--- src/rtl/cpu_ctrl_pkg.sv ---
// Shared constants for the multi-cycle control FSM: major opcodes, ALU codes,
// decoded instruction classes and the FSM state encoding.
package cpu_ctrl_pkg;

    localparam logic [6:0] OpcRAlu   = 7'b0110011;
    localparam logic [6:0] OpcIAlu   = 7'b0010011;
    localparam logic [6:0] OpcLoad   = 7'b0000011;
    localparam logic [6:0] OpcStore  = 7'b0100011;
    localparam logic [6:0] OpcBranch = 7'b1100011;
    localparam logic [6:0] OpcHalt   = 7'b1111111;

    localparam logic [3:0] AluAdd = 4'b0000;
    localparam logic [3:0] AluSub = 4'b0001;
    localparam logic [3:0] AluAnd = 4'b0010;
    localparam logic [3:0] AluOr  = 4'b0011;
    localparam logic [3:0] AluXor = 4'b0100;
    localparam logic [3:0] AluSll = 4'b0101;
    localparam logic [3:0] AluSrl = 4'b0110;
    localparam logic [3:0] AluSlt = 4'b0111;

    typedef enum logic [2:0] {
        ClsRAlu, ClsIAlu, ClsLoad, ClsStore, ClsBranch, ClsHalt, ClsIllegal
    } instr_class_e;

    typedef enum logic [2:0] {
        StIdle, StFetch, StDecode, StExec, StMem, StWb, StHalt
    } state_e;

endpackage

--- src/rtl/instr_class_decoder.sv ---
// Combinational decode of a latched instruction word into class, ALU opcode
// and an illegal flag.
module instr_class_decoder
    import cpu_ctrl_pkg::*;
(
    input  logic [31:0] instr_i,
    output logic [2:0]  class_o,
    output logic [3:0]  opcode_o,
    output logic        illegal_o
);

    logic unused_instr_bits;
    assign unused_instr_bits = ^{instr_i[31], instr_i[29:15], instr_i[11:7]};

    always_comb begin
        class_o   = ClsIllegal;
        opcode_o  = AluAdd;
        illegal_o = 1'b0;
        case (instr_i[6:0])
            OpcRAlu:   class_o = ClsRAlu;
            OpcIAlu:   class_o = ClsIAlu;
            OpcLoad:   class_o = ClsLoad;
            OpcStore:  class_o = ClsStore;
            OpcBranch: class_o = ClsBranch;
            OpcHalt:   class_o = ClsHalt;
            default:   illegal_o = 1'b1;
        endcase

        if (class_o == ClsRAlu || class_o == ClsIAlu) begin
            case (instr_i[14:12])
                3'b000:  opcode_o = (class_o == ClsRAlu && instr_i[30]) ? AluSub : AluAdd;
                3'b001:  opcode_o = AluSll;
                3'b010:  opcode_o = AluSlt;
                3'b100:  opcode_o = AluXor;
                3'b101:  opcode_o = AluSrl;
                3'b110:  opcode_o = AluOr;
                3'b111:  opcode_o = AluAnd;
                default: illegal_o = 1'b1;
            endcase
        end else if (class_o == ClsBranch) begin
            opcode_o = AluSub;
            // Only BEQ (000) and BNE (001) are supported.
            illegal_o = (instr_i[14:13] != 2'b00);
        end
    end

endmodule

--- src/rtl/control_fsm.sv ---
// Multi-cycle CPU control FSM (IDLE/FETCH/DECODE/EXEC/MEM/WB/HALT).
// Define INSTR_COUNT_EN to enable the retired-instruction counter.
module control_fsm
    import cpu_ctrl_pkg::*;
(
    input  logic        clk_i,
    input  logic        rst_ni,
    input  logic        start_i,
    input  logic [31:0] instr_i,
    input  logic        zero_i,
    input  logic        mem_ready_i,
    output logic [3:0]  opcode_o,
    output logic        alu_src_o,
    output logic        reg_write_o,
    output logic        mem_rw_o,
    output logic        mem_to_reg_o,
    output logic        pc_src_o,
    output logic        pc_en_o,
    output logic        busy_o,
    output logic        illegal_o,
    output logic [31:0] retired_o
);

    state_e      state_q, state_d;
    logic [31:0] instr_q;
    logic        taken_q;
    logic        illegal_q;
    logic [2:0]  dec_class;
    logic [3:0]  dec_opcode;
    logic        dec_illegal;
    logic        in_alu;
    logic        is_mem;

    instr_class_decoder u_decoder (
        .instr_i   (instr_q),
        .class_o   (dec_class),
        .opcode_o  (dec_opcode),
        .illegal_o (dec_illegal)
    );

    always_ff @(posedge clk_i or negedge rst_ni) begin
        if (!rst_ni) begin
            state_q   <= StIdle;
            instr_q   <= '0;
            taken_q   <= 1'b0;
            illegal_q <= 1'b0;
        end else begin
            state_q <= state_d;
            if (state_q == StFetch) begin
                instr_q <= instr_i;
            end
            // instr[12] distinguishes BNE from BEQ.
            if (state_q == StExec) begin
                taken_q <= instr_q[12] ? ~zero_i : zero_i;
            end
            if (state_q == StDecode && dec_illegal) begin
                illegal_q <= 1'b1;
            end
        end
    end

    assign is_mem = (dec_class == ClsLoad) || (dec_class == ClsStore);

    always_comb begin
        state_d = state_q;
        case (state_q)
            StIdle:   if (start_i) state_d = StFetch;
            StFetch:  state_d = StDecode;
            StDecode: state_d = (dec_illegal || dec_class == ClsHalt) ? StHalt : StExec;
            StExec:   state_d = is_mem ? StMem : StWb;
            StMem:    if (mem_ready_i) state_d = StWb;
            StWb:     state_d = StFetch;
            StHalt:   state_d = StHalt;
            default:  state_d = StIdle;
        endcase
    end

    always_comb begin
        in_alu       = (state_q == StExec) || (state_q == StMem) || (state_q == StWb);
        opcode_o     = in_alu ? dec_opcode : 4'b0000;
        alu_src_o    = in_alu && (dec_class == ClsIAlu || is_mem);
        mem_rw_o     = (state_q == StMem) && (dec_class == ClsStore);
        mem_to_reg_o = (state_q == StMem || state_q == StWb) && (dec_class == ClsLoad);
        reg_write_o  = (state_q == StWb)
                       && (dec_class == ClsRAlu || dec_class == ClsIAlu || dec_class == ClsLoad);
        pc_en_o      = (state_q == StWb);
        pc_src_o     = (state_q == StWb) && (dec_class == ClsBranch) && taken_q;
        busy_o       = (state_q != StIdle) && (state_q != StHalt);
        illegal_o    = illegal_q;
    end

`ifdef INSTR_COUNT_EN
    logic [31:0] retired_q;

    always_ff @(posedge clk_i or negedge rst_ni) begin
        if (!rst_ni) begin
            retired_q <= '0;
        end else if (state_q == StWb) begin
            retired_q <= retired_q + 32'd1;
        end
    end

    assign retired_o = retired_q;
`else
    assign retired_o = '0;
`endif

endmodule

--- config.mk ---
export PLATFORM = sky130hd
export DESIGN_NAME = control_fsm
export DESIGN_NICKNAME = d
export VERILOG_FILES = /design/src/rtl/cpu_ctrl_pkg.sv /design/src/rtl/instr_class_decoder.sv /design/src/rtl/control_fsm.sv
export SDC_FILE = /design/constraint.sdc
export NUM_CORES = 1
export LEC_CHECK = 0
export CAP_MARGIN = 15
export CORE_UTILIZATION = 48
export DETAILED_ROUTE_END_ITERATION = 10
export PLACE_DENSITY_LB_ADDON = 0.08
export SLEW_MARGIN = 20
export SYNTH_ARGS = -nofsm -noshare
export SYNTH_HDL_FRONTEND = slang
export SYNTH_HIERARCHICAL = 1
export SYNTH_SLANG_ARGS = --single-unit
--- constraint.sdc ---
create_clock -name clk_i -period 3.69 [get_ports clk_i]
set_input_delay 0.369 -clock clk_i [delete_from_list [all_inputs] [get_ports clk_i]]
set_output_delay 0.369 -clock clk_i [all_outputs]
set_load 0.03 [all_outputs]
==> summary.txt <==
Run status
  • Status: finished, final reports clean

Worst setup path
  • Crit Path Class: reg2out
  • Data arrival time of the worst path: 2770 ps
  • Endpoint class of the critical path: primary output
  • Worst R2R End: state_q[0]
  • R2r setup slk: 1890 ps
  • End of the critical path: mem_rw_o
  • CP startpoint: instr_q[6]
  • Req. time, crit path: 3320 ps
  • Worst-case reg-to-reg path depth: 6
  • Crit path launch type: flop
  • Worst R2R Start: instr_q[4]
  • Worst Path Max Fanout: 5

Timing
  • Min Clock Period, post-route: 3140 ps
  • Worst clock skew: 3.65 ps
  • Fin crit share: 85.1%
  • Worst Tran Pin Value: 703 ps
  • RSZ-0062 raised after global routing: no
  • Final Hold Fails: 0
  • Final setup TNS: 0 ps
  • Post-route worst setup slack: 549 ps
  • Relative slew margins: 53.0%
  • Final setup violation count: 0
  • Pins Over Slew Limit: 0
  • Max Fclk: 318 MHz

Synthesis
  • Avg Inst Size Synth: 9.37 sq um
  • Syn Inst Count: 134
  • Synth Warn #: 6
  • Syn Std Cell Area: 0.00125 sq mm

Power and ir drop
  • IR Drop Worst-Case VDD: 404 uV
  • Pwr/cell area: 683 mW/mm^2
  • Pleak: 0.615 nW

Routing
  • WL final: 1.97 mm
  • Total number of vias: 886
  • Initial DRC count: 4
  • Via density per instance: 4.74
  • Drt drc: 0
  • Post-DRT Antenna Nets: 0
  • Router iterations before antenna repair: 4
  • Routed WL per cell: 10.6 microns

Global route
  • Vias in the first global route: 777
  • GRT Residual Overflow: 0
  • Largest net degree at the start of global routing: 17
  • Initial antenna violation count: 0
  • Global-route wire length before repair: 3.43 mm
  • Global Route Usage Sum: 16.7%

Placed design
  • Gpl congestion: 0.808
  • Pre-CTS setup slack: 845 ps
  • PortBufs: 26
  • DP HPWL: 1.61 mm

Floorplan
  • CORE AREA: 0.00248 sq mm
  • Initial Util: 50.7%
  • Die width: 53.1 microns
  • Ports: 81
  • DIE AREA: 0.00282 sq mm
  • Core Rows: 18
  • Die height: 53.1 microns

Clocking
  • Clk pin slew, worst setup/hold paths: 90 ps
  • Post-CTS setup buffer count: 0
  • Clock Tree Buf Depth: 2
  • Later-pin clock latency in the skew report: 290 ps
  • Post-CTS Hold Buffers: 0
  • CTS H-tree lvls: 1
  • Sink Count: 16
  • CTS tree: built
  • Clock root buffer master: clkbuf_4
  • PostCTS Resize Cnt: 0
  • Inserted Clock Buffers: 3

Min path
  • Worst Hold Class: reg2reg
  • Hold Crit Start: illegal_o

Cells and area
  • Number of antenna repair diodes: 0
  • Filler cells: 238
  • Final net count: 195
  • Area delta synth->final: 12.5%
  • Ratio of cells with drive above 1 in the final layout: 12.7%

Job
  • Max cap viols: 0
-- placed cells by master (no fill, tap or decap), types with 2 or more instances in the layout --
cell,instances
conb_1,33
clkdlybuf4s50_1,26
dfrtp_1,16
mux2_2,10
nor2_1,9
nand2_1,6
and2_1,6
inv_1,3
o21ai_0,3
clkbuf_4,3
nand3b_1,2
nand2b_1,2
or3_1,2
nand3_1,2
a21oi_1,2
a21o_1,2
o22ai_1,2
xor2_1,2
mux2i_1,2
-- how the worst min path moves through the flow --
stage | endpoint | slack [ps] | cells after the start
detailed placement | illegal_o | 450 | 1
floorplan | illegal_o | 70 | 0
CTS | illegal_o | 480 | 1
global route | illegal_o | 500 | 1
global placement | illegal_o | 450 | 1
finish | illegal_o | 480 | 1
-- per-layer routing --
layer  vias up  global-route usage, %  routed length, microns
li1        435                      -                       -
met1       400                   22.1                     914
met3         4                   2.59                     129
met2        47                   27.0                     905
met5         -                      0                       0
met4         0                   6.58                      25
-- flip-flops by register name, indices dropped and copies added (netlist names) --
register	flops
state_q	3
taken_q	1
illegal_o	1
instr_q	11
-- worst max-delay path, cell delays in order (launching register included) --
cell	delay [ps]
dfrtp_1	430
nor3_1	410
nand2_1	210
nand2b_1	200
or3_1	340
nor3b_1	210
clkdlybuf4s50_1	700
-- metrics by stage --
stage,hold WS [ps],std cells,area (sq um),total power (W),utilization [%]
finish,477,187,1410,0.000965,57.0
CTS,478,187,1410,0.000974,57.0
floorplan,73.4,165,1370,0.000797,-
global route,500,187,1410,0.00105,57.0
global placement,454,183,1380,0.000839,55.5
detailed placement,454,183,1380,0.000857,55.5
-- power by group --
group / total [W] / internal, W / leakage, nW / switching, W
Clock: 0.000115 / 0.0000601 / 0.0210 / 0.0000547
Combinational: 0.000471 / 0.000223 / 0.407 / 0.000248
Sequential: 0.000379 / 0.000260 / 0.186 / 0.000119
Total: 0.000965 / 0.000543 / 0.615 / 0.000421
-- cell type report --
type                            instances  area, sq um  area share (%)
Inverter                                4         15.0            1.06
Sequential cell                        16          400            28.4
Clock buffer                            4         36.3            2.57
Timing Repair Buffer                   26          260            18.4
Tap cell                               30         37.5            2.66
Multi-Input combinational cell        107          662            46.9
Note: power is estimated with default switching activity, not from simulation.
